`src/rtl/cic_decim_iq.sv`:
```
// Dual-channel (I/Q) CIC decimator: STAGES integrators at CLK rate,
// decimate by 2^LOG2_R, STAGES combs, MSB-truncated OUT_BITS outputs.
// Ports: CLK, RSTb (async, active-low), I_in/Q_in (signed BITS),
//        I_out/Q_out (signed OUT_BITS), out_valid (one-cycle strobe).
module cic_decim_iq #(
  parameter int BITS     = 6,
  parameter int STAGES   = 3,
  parameter int LOG2_R   = 6,
  parameter int OUT_BITS = 16
) (
  input  logic                       CLK,
  input  logic                       RSTb,
  input  logic signed [BITS-1:0]     I_in,
  input  logic signed [BITS-1:0]     Q_in,
  output logic signed [OUT_BITS-1:0] I_out,
  output logic signed [OUT_BITS-1:0] Q_out,
  output logic                       out_valid
);

  localparam int ACC = BITS + STAGES * LOG2_R;
  localparam int SH  = ACC - OUT_BITS;

  typedef logic signed [ACC-1:0] acc_t;

  acc_t i_x, q_x;
  acc_t i_int [STAGES];
  acc_t q_int [STAGES];
  acc_t i_c   [STAGES+1];
  acc_t q_c   [STAGES+1];
  acc_t i_d   [STAGES];
  acc_t q_d   [STAGES];

  logic [LOG2_R-1:0] cnt;
  logic [STAGES:0]   v;
  logic              strobe;

  assign i_x = {{(ACC-BITS){I_in[BITS-1]}}, I_in};
  assign q_x = {{(ACC-BITS){Q_in[BITS-1]}}, Q_in};

  assign strobe = (cnt == '1);

  // Integrators wrap modulo 2^ACC; the comb differences undo the wrap.
  always_ff @(posedge CLK or negedge RSTb) begin
    if (!RSTb) begin
      cnt <= '0;
      for (int k = 0; k < STAGES; k++) begin
        i_int[k] <= '0;
        q_int[k] <= '0;
      end
    end else begin
      cnt      <= cnt + LOG2_R'(1);
      i_int[0] <= i_int[0] + i_x;
      q_int[0] <= q_int[0] + q_x;
      for (int k = 1; k < STAGES; k++) begin
        i_int[k] <= i_int[k] + i_int[k-1];
        q_int[k] <= q_int[k] + q_int[k-1];
      end
    end
  end

  // Comb pipeline advances one stage per cycle behind the valid token.
  always_ff @(posedge CLK or negedge RSTb) begin
    if (!RSTb) begin
      v <= '0;
      for (int k = 0; k <= STAGES; k++) begin
        i_c[k] <= '0;
        q_c[k] <= '0;
      end
      for (int k = 0; k < STAGES; k++) begin
        i_d[k] <= '0;
        q_d[k] <= '0;
      end
    end else begin
      v[0] <= strobe;
      if (strobe) begin
        i_c[0] <= i_int[STAGES-1];
        q_c[0] <= q_int[STAGES-1];
      end
      for (int k = 1; k <= STAGES; k++) begin
        v[k] <= v[k-1];
        if (v[k-1]) begin
          i_c[k]   <= i_c[k-1] - i_d[k-1];
          q_c[k]   <= q_c[k-1] - q_d[k-1];
          i_d[k-1] <= i_c[k-1];
          q_d[k-1] <= q_c[k-1];
        end
      end
    end
  end

  // Keep the top OUT_BITS of the comb result; low bits are dropped.
  always_ff @(posedge CLK or negedge RSTb) begin
    if (!RSTb) begin
      I_out     <= '0;
      Q_out     <= '0;
      out_valid <= 1'b0;
    end else begin
      out_valid <= v[STAGES];
      if (v[STAGES]) begin
        I_out <= OUT_BITS'(i_c[STAGES] >>> SH);
        Q_out <= OUT_BITS'(q_c[STAGES] >>> SH);
      end
    end
  end

endmodule

```
`config.mk`:
```
export PLATFORM = sky130hd
export DESIGN_NAME = cic_decim_iq
export DESIGN_NICKNAME = d
export VERILOG_FILES = /design/src/rtl/cic_decim_iq.sv
export SDC_FILE = /design/constraint.sdc
export NUM_CORES = 1
export LEC_CHECK = 0
export CAP_MARGIN = 20
export CORE_MARGIN = 5
export CORE_UTILIZATION = 55
export DETAILED_ROUTE_END_ITERATION = 8
export DONT_BUFFER_PORTS = 1
export PLACE_DENSITY = 0.72
export SYNTH_ARGS = -nofsm -noshare
export SYNTH_HDL_FRONTEND = slang
export SYNTH_SLANG_ARGS = --single-unit
```
`constraint.sdc`:
```
create_clock -name CLK -period 4.32 [get_ports CLK]
set_input_delay 0.216 -clock CLK [delete_from_list [all_inputs] [get_ports CLK]]
set_output_delay 0.216 -clock CLK [all_outputs]
set_load 0.005 [all_outputs]
```
Word level (Yosys, flattened, before mapping)
Index checks and enable logic that the tools add are counted.
Storage, ports and cells
  register bits: 523
  input port bits: 14
  output and inout bits: 33
  word-level logic and storage cells: 39
Operators by class
  $add $sub $neg: 13
  equality and inequality tests: 1
Operator list (number)
  24-bit subtractor: 6
  24-bit adder: 4
  24-bit by 6-bit adder with 24-bit output: 2
  6-bit by 1-bit adder with 6-bit output (second input constant): 1
  6-bit equality test (second input constant): 1

Depth between registers and ports, before layout
Gate-level depths: netlist (run 1).
  word-level depth: 1
  depth in mapped cells: 12
  mapped depth without buffers: 12

Least setup slack after synthesis (run 1)
OpenSTA, ideal clock, no wires.
  kind: reg-to-reg
  start point: reg i_int[0] (netlist name)
  end point: reg i_int[22] (netlist name)
  library setup time: 0.080 ns
  arrival: 2.821 ns
  data required time: 4.240 ns
  slack: 1.419 ns
  cell stages (with the launch flop): 12
  path buffers: 0
  clock period less this slack: 2.901 ns
  cells stage by stage: dfrtp_1 -> ha_1 -> fa_1 -> a211oi_1 -> nor2_1 -> o311a_1 -> o31ai_1 -> a21oi_1 -> a21o_1 -> a311o_1 -> a21oi_1 -> xnor2_1
On the way
  cells in the longest elaborated chain, start to end: 1
RTL lines
  from (decl): line 26  | acc_t i_int [STAGES];
  from (signal, indexed assignment): line 55  | i_int[k] <= i_int[k] + i_int[k-1];
  24-bit adder: line 55
No other way between the ends.
A chain may end at the register's enable or synchronous reset.

Worst setup path after layout (run 1)
  start point: reg i_int[24] (netlist name)
  end point: reg i_int[22] (netlist name)
Same word-level chain as after synthesis.

==> results.md, run 1 <==
* Root buffer cell: clkbuf_16
* Vias/cell at approximately 5.7
* Worst path top cell family by delay: compound AO/OA/AOI/OAI gates
* N_diodes at 0
* Ys Warns at 0
* MaxCap Viol Count at 0
* Fraction of layout cells with a size suffix above 1 at 10.1%
* Main synth FF type: dfrtp_1
* Post-Synthesis Cells at 2922
* Crit path depth at 11
* Fill count at around 4200
* GRT Residual Overflow at 0
* Power Dens Cells at just over 600 mW/mm2
* Synth Area per Inst at 10.1 um2
* DRT iter0 DRCs at around 1200
* Most common cell after layout, fill and taps aside: dfrtp_1
* DIE AREA at ~0.06 mm2
* Slew Limit Fails at 0
* Core area at 0.0529 mm2
* Clk Latency, worst-skew pair at 0.59 ns
* CP Capture Type: flop
* Top post-synthesis cells by area: dfrtp_1, ha_1, mux2_2
* Worst-Margin Slew at 0.868 ns
* Final WS setup at 0.926 ns
* Fin nets at 3220
* CP Launch Type: flop
* Final wirelength at about 56000 um
* CP cell instances: ha_1 > fa_1 > a211oi_1 > nor2_1 > o311a_1 > o31ai_1 > a21oi_1 > a21o_1 > a311o_1 > a21oi_1 > xnor2_1
* CP max FO at 3
* IO Port Bufs at 0
* Total global-route track usage at 19.6%
* Clock skew at between 0.01 and 0.015 ns
* Dpl ws at around 0.92 ns
* Outcome: finished, violations left
* Sum Neg Setup Slack at 0 ns
* Post-synth EDFFs at 0
* Synthesized cell area at a little under 0.03 mm2
* Largest net degree at the start of global routing at around 500
* Top Ports at 47
* Final hold violations at approximately 500
* P_leak at between 15 and 20 nW
* Remaining routing DRC violations at 0
* Initial antenna violation count at 0
* Failing checks: hold timing
* Routed wire per std cell at 15.5 um
* H-Tree Depth at 2
* CTS Hold Buffers Added at 12
* WS Path Type: flop to flop
* Ys async rst share at 100%
* Crit path buf inv count at 0
* Leading area contributor after synthesis: dfrtp_1
* CP max stage delay at between 0.4 and 0.5 ns
* Sequential fraction of the synthesis area at 43.0%
* Final clock period utilization by the worst path at 78.6%
* HP Class: primary input to asynchronous set/reset pin
* Crit path time final at 3.39 ns
* VDD IR max at 427 uV
* Highest clock rate at about 300 MHz
* DP HPWL at 40500 um
* Clk pin slew, worst setup/hold paths at 0.06 ns
* Setup violations, final at 0
* Synth cell types at 74
* Area growth, synth to finish at 9.58%
* Row count at 84
* Slowest cell on crit path: o31ai_1
* Starting Density at 55.8%
* Post-route ant nets at 0
* Number of global-route vias before repair at 20635
* CTS tree: done
* Most frequent cells in the layout: dfrtp_1, ha_1, nand2_1, o21ai_0, a21oi_1
* DRT Pass-1 Iters at 5
* Relative slew slack at 42.0%
* Routability cong. at 0.929
* Synth top area share at 43.0%
* Post-layout utilization of the core at approximately 61%
* CTS Buf Count at 54
* R2R cell count at 11
* Flop and latch count out of synthesis at 507
* # resized after CTS at 0
* Die height at 241 um
* Fin Hold WS at -0.676 ns
* RSZ-0062 raised after global routing: false
* Postcts setup bufs at 0
* Via count at 20958
* Bufs on Longest Clock Path at 3
* CTS Sinks at 507
* CP arrival at 3.91 ns
* Worst path required time at 4.83 ns
* First-pass GRT wire length at 98400 um
* Most frequent CP cell: a21oi_1
* Die W at 241 um
* Syn Nets at between 3000 and 4000
## synthesized netlist by cell type, types with 10 or more instances
| cell | number |
|---|---|
| nand4_1 | 20 |
| xor2_1 | 69 |
| nand2b_1 | 28 |
| ha_1 | 275 |
| mux2_2 | 177 |
| buf_1 | 12 |
| fa_1 | 10 |
| o21bai_1 | 21 |
| nor3_1 | 47 |
| o31ai_1 | 21 |
| nor2_1 | 139 |
| nand2_1 | 250 |
| clkbuf_1 | 65 |
| inv_1 | 181 |
| xnor2_1 | 158 |
| or3_1 | 11 |
| a211oi_1 | 31 |
| a31oi_1 | 20 |
| a21o_1 | 139 |
| o21a_1 | 41 |
| a21boi_0 | 13 |
| nand3_1 | 45 |
| o211ai_1 | 14 |
| and3_1 | 21 |
| a21oi_1 | 207 |
| o21ai_0 | 236 |
| dfrtp_1 | 507 |
| nor2b_1 | 35 |
## final timing paths
kind / from / end / slack [ns]
worst max-delay path: i_int[24]$_DFF_PN0_ / i_int[22]$_DFF_PN0_ / 0.93
worst max register to register: i_int[24]$_DFF_PN0_ / i_int[22]$_DFF_PN0_ / 0.93
worst min register to register: cnt[5]$_DFF_PN0_ / cnt[5]$_DFF_PN0_ / 0.47
min in group CLK: I_in[5] / i_int[58]$_DFF_PN0_ / 0.04
max in group asynchronous: RSTb / i_int[1]$_DFF_PN0_ / 4.34
worst min-delay path: RSTb / i_d[5]$_DFFE_PN0P_ / -0.68
## layout make-up
cell class,count,area (um2),share of cell area [%]
multi-input cells,2155,15800,49.0
flip-flops and latches,507,12700,39.3
well taps,688,861,2.67
repair buffers,20,213,0.659
clock buffers,76,1610,4.98
inverters,183,687,2.13
clock inverters,25,419,1.30
## flip-flops by register name, summed over array words and instances, names as in the netlist
register   flops
i_c           88
out_valid      1
i_int         72
I_out         16
q_int         72
i_d           72
v              4
q_c           88
q_d           72
cnt            6
Q_out         16
## cell families after synthesis
| group | count (synthesis) | synth area share (%) |
|---|---|---|
| AOI/OAI and AO/OA | 830 | 17.8 |
| and+or+nand+nor | 634 | 9.89 |
| DFF | 507 | 43.0 |
| adders and majority gates | 285 | 12.4 |
| buffers and inverters | 260 | 3.31 |
| xor gates and xnor gates | 227 | 6.75 |
| muxes | 179 | 6.83 |
## where the power goes
part | internal [mW] | switching, mW | total (mW)
logic | 3.95 | 4.72 | 8.67
clock network | 3.25 | 1.90 | 5.15
registers | 5.64 | 0.572 | 6.21
## through the flow
step / std cells / cell area (um2) / power [mW]
floorplan: 2922 / 29500 / 13.2
global placement: 3539 / 30100 / 14.3
detailed placement: 3540 / 30100 / 14.8
CTS: 3653 / 32300 / 20.1
global route: 3654 / 32300 / 21.5
finish: 3654 / 32300 / 20.0
## layer usage
layer  up-vias  routed length [um]  global-route usage, %
met4         0                1210                   4.82
met1     10040               26900                   27.2
met3       101                1860                   2.90
li1      10477                   -                      -
met2       340               26600                   32.7
met5         -                   0                      0
(Power assumes the default switching activity.)
==> run 2: changes to the inputs <==
==> constraint.sdc (replaced) <==
create_clock -name CLK -period 3.45 [get_ports CLK]
set_input_delay 0.1725 -clock CLK [delete_from_list [all_inputs] [get_ports CLK]]
set_output_delay 0.1725 -clock CLK [all_outputs]
set_load 0.005 [all_outputs]
==> run 2 against run 1 <==
Compared with the run above:
- the flow still finishes with violations (hold timing)
- sequential cell count did not move
- clock-buffer cell count fell by 4
- sequential share of layout area rose by 0.067 points
- combinational power rose by 25%
- clock skew rose by 0.0034 ns
- maximum frequency rose by 5.0%
- power rose by 24%
- critical path depth rose by 1
- cell area fell by 0.17%
- clock power rose by 21%
- register-to-register slack got worse by 0.71 ns
==> results.md, run 2 (same netlist as run 1, synthesis figures left out) <==
* Outcome: finished, violations left (unchanged)
* Failing checks: hold timing (unchanged)
* CP arrival at 3.73 ns (was 3.91 ns)
* GRT Residual Overflow at 0 (unchanged)
* P_leak at 15.4 nW (about the same)
* Crit path time final at 3.23 ns (was 3.39 ns)
* Worst path top cell family by delay: compound AO/OA/AOI/OAI gates (unchanged)
* Top Ports at 47 (unchanged)
* Setup violations, final at 0 (unchanged)
* Core area at 0.0529 mm2 (unchanged)
* HP Class: primary input to asynchronous set/reset pin (unchanged)
* Most common cell after layout, fill and taps aside: dfrtp_1 (unchanged)
* Most frequent cells in the layout: dfrtp_1, ha_1, nand2_1, o21ai_0, a21oi_1 (unchanged)
* Clk pin slew, worst setup/hold paths at 0.06 ns (about the same)
* Die W at 241 um (unchanged)
* Slew Limit Fails at 0 (unchanged)
* CTS Buf Count at 54 (unchanged)
* Starting Density at 55.8% (unchanged)
* RSZ-0062 raised after global routing: false (unchanged)
* Initial antenna violation count at 0 (unchanged)
* Sequential Power Share at 31.3% (was 31.0%)
* Row count at 84 (unchanged)
* First-pass GRT wire length at 96100 um (was 98400 um)
* CP Launch Type: flop (unchanged)
* DP Area at 0.0302 mm2 (was 0.0301 mm2)
* Area growth, synth to finish at 9.39% (was 9.58%)
* Slowest cell on crit path: fa_1 (was o31ai_1)
* Vias/cell at 5.68 (was 5.74)
* Via count at 20743 (was 20958)
* Fill count at 4313 (was 4193)
* Crit path buf inv count at 1 (was 0)
* Pint at 15.9 mW (was 12.8 mW)
* Routability cong. at 0.929 (about the same)
* CP max FO at 3 (unchanged)
* Final instance area at 0.0322 mm2 (was 0.0323 mm2)
* Worst-Margin Slew at 0.879 ns (was 0.868 ns)
* Fin nets at 3221 (was 3220)
* CP cell instances: ha_1 > fa_1 > a21o_1 > a21o_1 > a21boi_0 > o21ai_0 > o41ai_1 > buf_4 > o21ai_0 > a21o_1 > a21oi_1 > xnor2_1 (was ha_1 > fa_1 > a211oi_1 > nor2_1 > o311a_1 > o31ai_1 > a21oi_1 > a21o_1 > a311o_1 > a21oi_1 > xnor2_1)
* Relative slew slack at 41.4% (was 42.0%)
* Sum Neg Setup Slack at 0 ns (unchanged)
* Clock skew at 0.0174 ns (was 0.0140 ns)
* Root buffer cell: clkbuf_16 (unchanged)
* Bufs on Longest Clock Path at 3 (unchanged)
* CP Capture Type: flop (unchanged)
* Clock power share at 25.1% (was 25.7%)
* CTS Sinks at 507 (unchanged)
* Power Dens Cells at 770 mW/mm2 (was 620 mW/mm2)
* Net Sw Frac at 35.9% (about the same)
* Clk Latency, worst-skew pair at 0.59 ns (about the same)
* CTS tree: done (unchanged)
* DP HPWL at 40200 um (was 40500 um)
* Fraction of layout cells with a size suffix above 1 at 10.0% (was 10.1%)
* Total global-route track usage at 19.2% (was 19.6%)
* MaxCap Viol Count at 0 (unchanged)
* Post-route ant nets at 0 (unchanged)
* Die height at 241 um (unchanged)
* Postcts setup bufs at 0 (unchanged)
* Final clock period utilization by the worst path at 93.7% (was 78.6%)
* Highest clock rate at 309 MHz (was 295 MHz)
* Final hold violations at 507 (unchanged)
* N_diodes at 0 (unchanged)
* VDD IR max at 460 uV (was 427 uV)
* CTS Hold Buffers Added at 12 (unchanged)
* Most frequent CP cell: a21o_1 (was a21oi_1)
* DRT Pass-1 Iters at 5 (unchanged)
* Routed wire per std cell at 15.3 um (was 15.5 um)
* Final wirelength at 55700 um (was 56500 um)
* Largest regs: i_c: 88 flops, q_c: 88 flops (unchanged)
* H-Tree Depth at 2 (unchanged)
* Largest net degree at the start of global routing at 508 (unchanged)
* DIE AREA at 0.0583 mm2 (unchanged)
* Net switching power figure at 8.91 mW (was 7.19 mW)
* Fin Hold WS at -0.714 ns (was -0.676 ns)
* DRT iter0 DRCs at 1378 (was 1206)
* Gate power share at 43.6% (was 43.3%)
* Number of global-route vias before repair at 20270 (was 20635)
* IO Port Bufs at 0 (unchanged)
* Remaining routing DRC violations at 0 (unchanged)
* WS Path Type: flop to flop (unchanged)
* Worst path required time at 3.95 ns (was 4.83 ns)
* Reg area at 0.0127 mm2 (unchanged)
* CP max stage delay at 0.41 ns (was 0.44 ns)
* Multi-input logic area at 0.0158 mm2 (about the same)
-- run 2: cell count changes in the layout (fill, tap and decap cells not counted), moves of 2 or more --
cell	previous run	this run
buf_12	1	3
clkbuf_16	57	55
inv_6	1	3
clkbuf_8	11	6
clkbuf_1	8	11
-- run 2: repair_timing --
action,4_1_cts,5_1_grt
hold endpoints to repair,554,507
resized for setup,0,3
endpoints found under the setup margin,0,3
-- run 2: power groups by stage --
stage / Combinational (mW) / Sequential, mW / Clock [mW]
finish: 10.8 / 7.78 / 6.23
global placement: 10.2 / 7.85 / 0
floorplan: 8.90 / 7.58 / 0
global route: 12.2 / 7.89 / 6.64
CTS: 10.7 / 7.78 / 6.41
detailed placement: 10.7 / 7.89 / 0
-- run 2: stage by stage --
stage | utilization (%) | power, mW | setup WS (ns) | cells | hold WS [ns]
2_1_floorplan | - | 16.5 | 0.549 | 2922 | -0.123
5_1_grt | 61.0 | 26.7 | 0.00335 | 3652 | -0.751
4_1_cts | 61.0 | 24.9 | 0.171 | 3652 | -0.747
3_5_place_dp | 57.1 | 18.5 | 0.177 | 3542 | -0.0994
3_3_place_gp | 57.0 | 18.0 | 0.263 | 3541 | -0.0869
6_report | 61.0 | 24.8 | 0.217 | 3652 | -0.714
-- run 2: cell type report --
type,count,share of cell area [%]
tap,688,2.67
sequential,507,39.4
timing repair buffer,21,0.761
multi-input combinational,2155,49.1
clock buffer,72,4.65
inverter,183,2.13
clock inverter,26,1.34
-- run 2: final timing paths --
check / startpoint / end / slack [ns] / cells past startpoint
min in group CLK: I_in[5] / i_int[54]$_DFF_PN0_ / 0.06 / 3
max in group asynchronous: RSTb / v[0]$_DFF_PN0_ / 3.37 / 0
worst max register to register: q_int[48]$_DFF_PN0_ / q_int[68]$_DFF_PN0_ / 0.22 / 12
worst min-delay path: RSTb / i_d[2]$_DFFE_PN0P_ / -0.71 / 0
worst min register to register: cnt[5]$_DFF_PN0_ / cnt[5]$_DFF_PN0_ / 0.47 / 1
worst max-delay path: q_int[48]$_DFF_PN0_ / q_int[68]$_DFF_PN0_ / 0.22 / 12
-- run 2: per-layer routing --
| layer | vias to the layer above | share of wire [%] | GRT usage [%] |
|---|---|---|---|
| met3 | 89 | 3.1 | 2.48 |
| li1 | 10460 | - | - |
| met4 | 0 | 2.6 | 5.74 |
| met1 | 9859 | 48 | 26.7 |
| met5 | - | 0 | 0 |
| met2 | 335 | 46 | 31.7 |
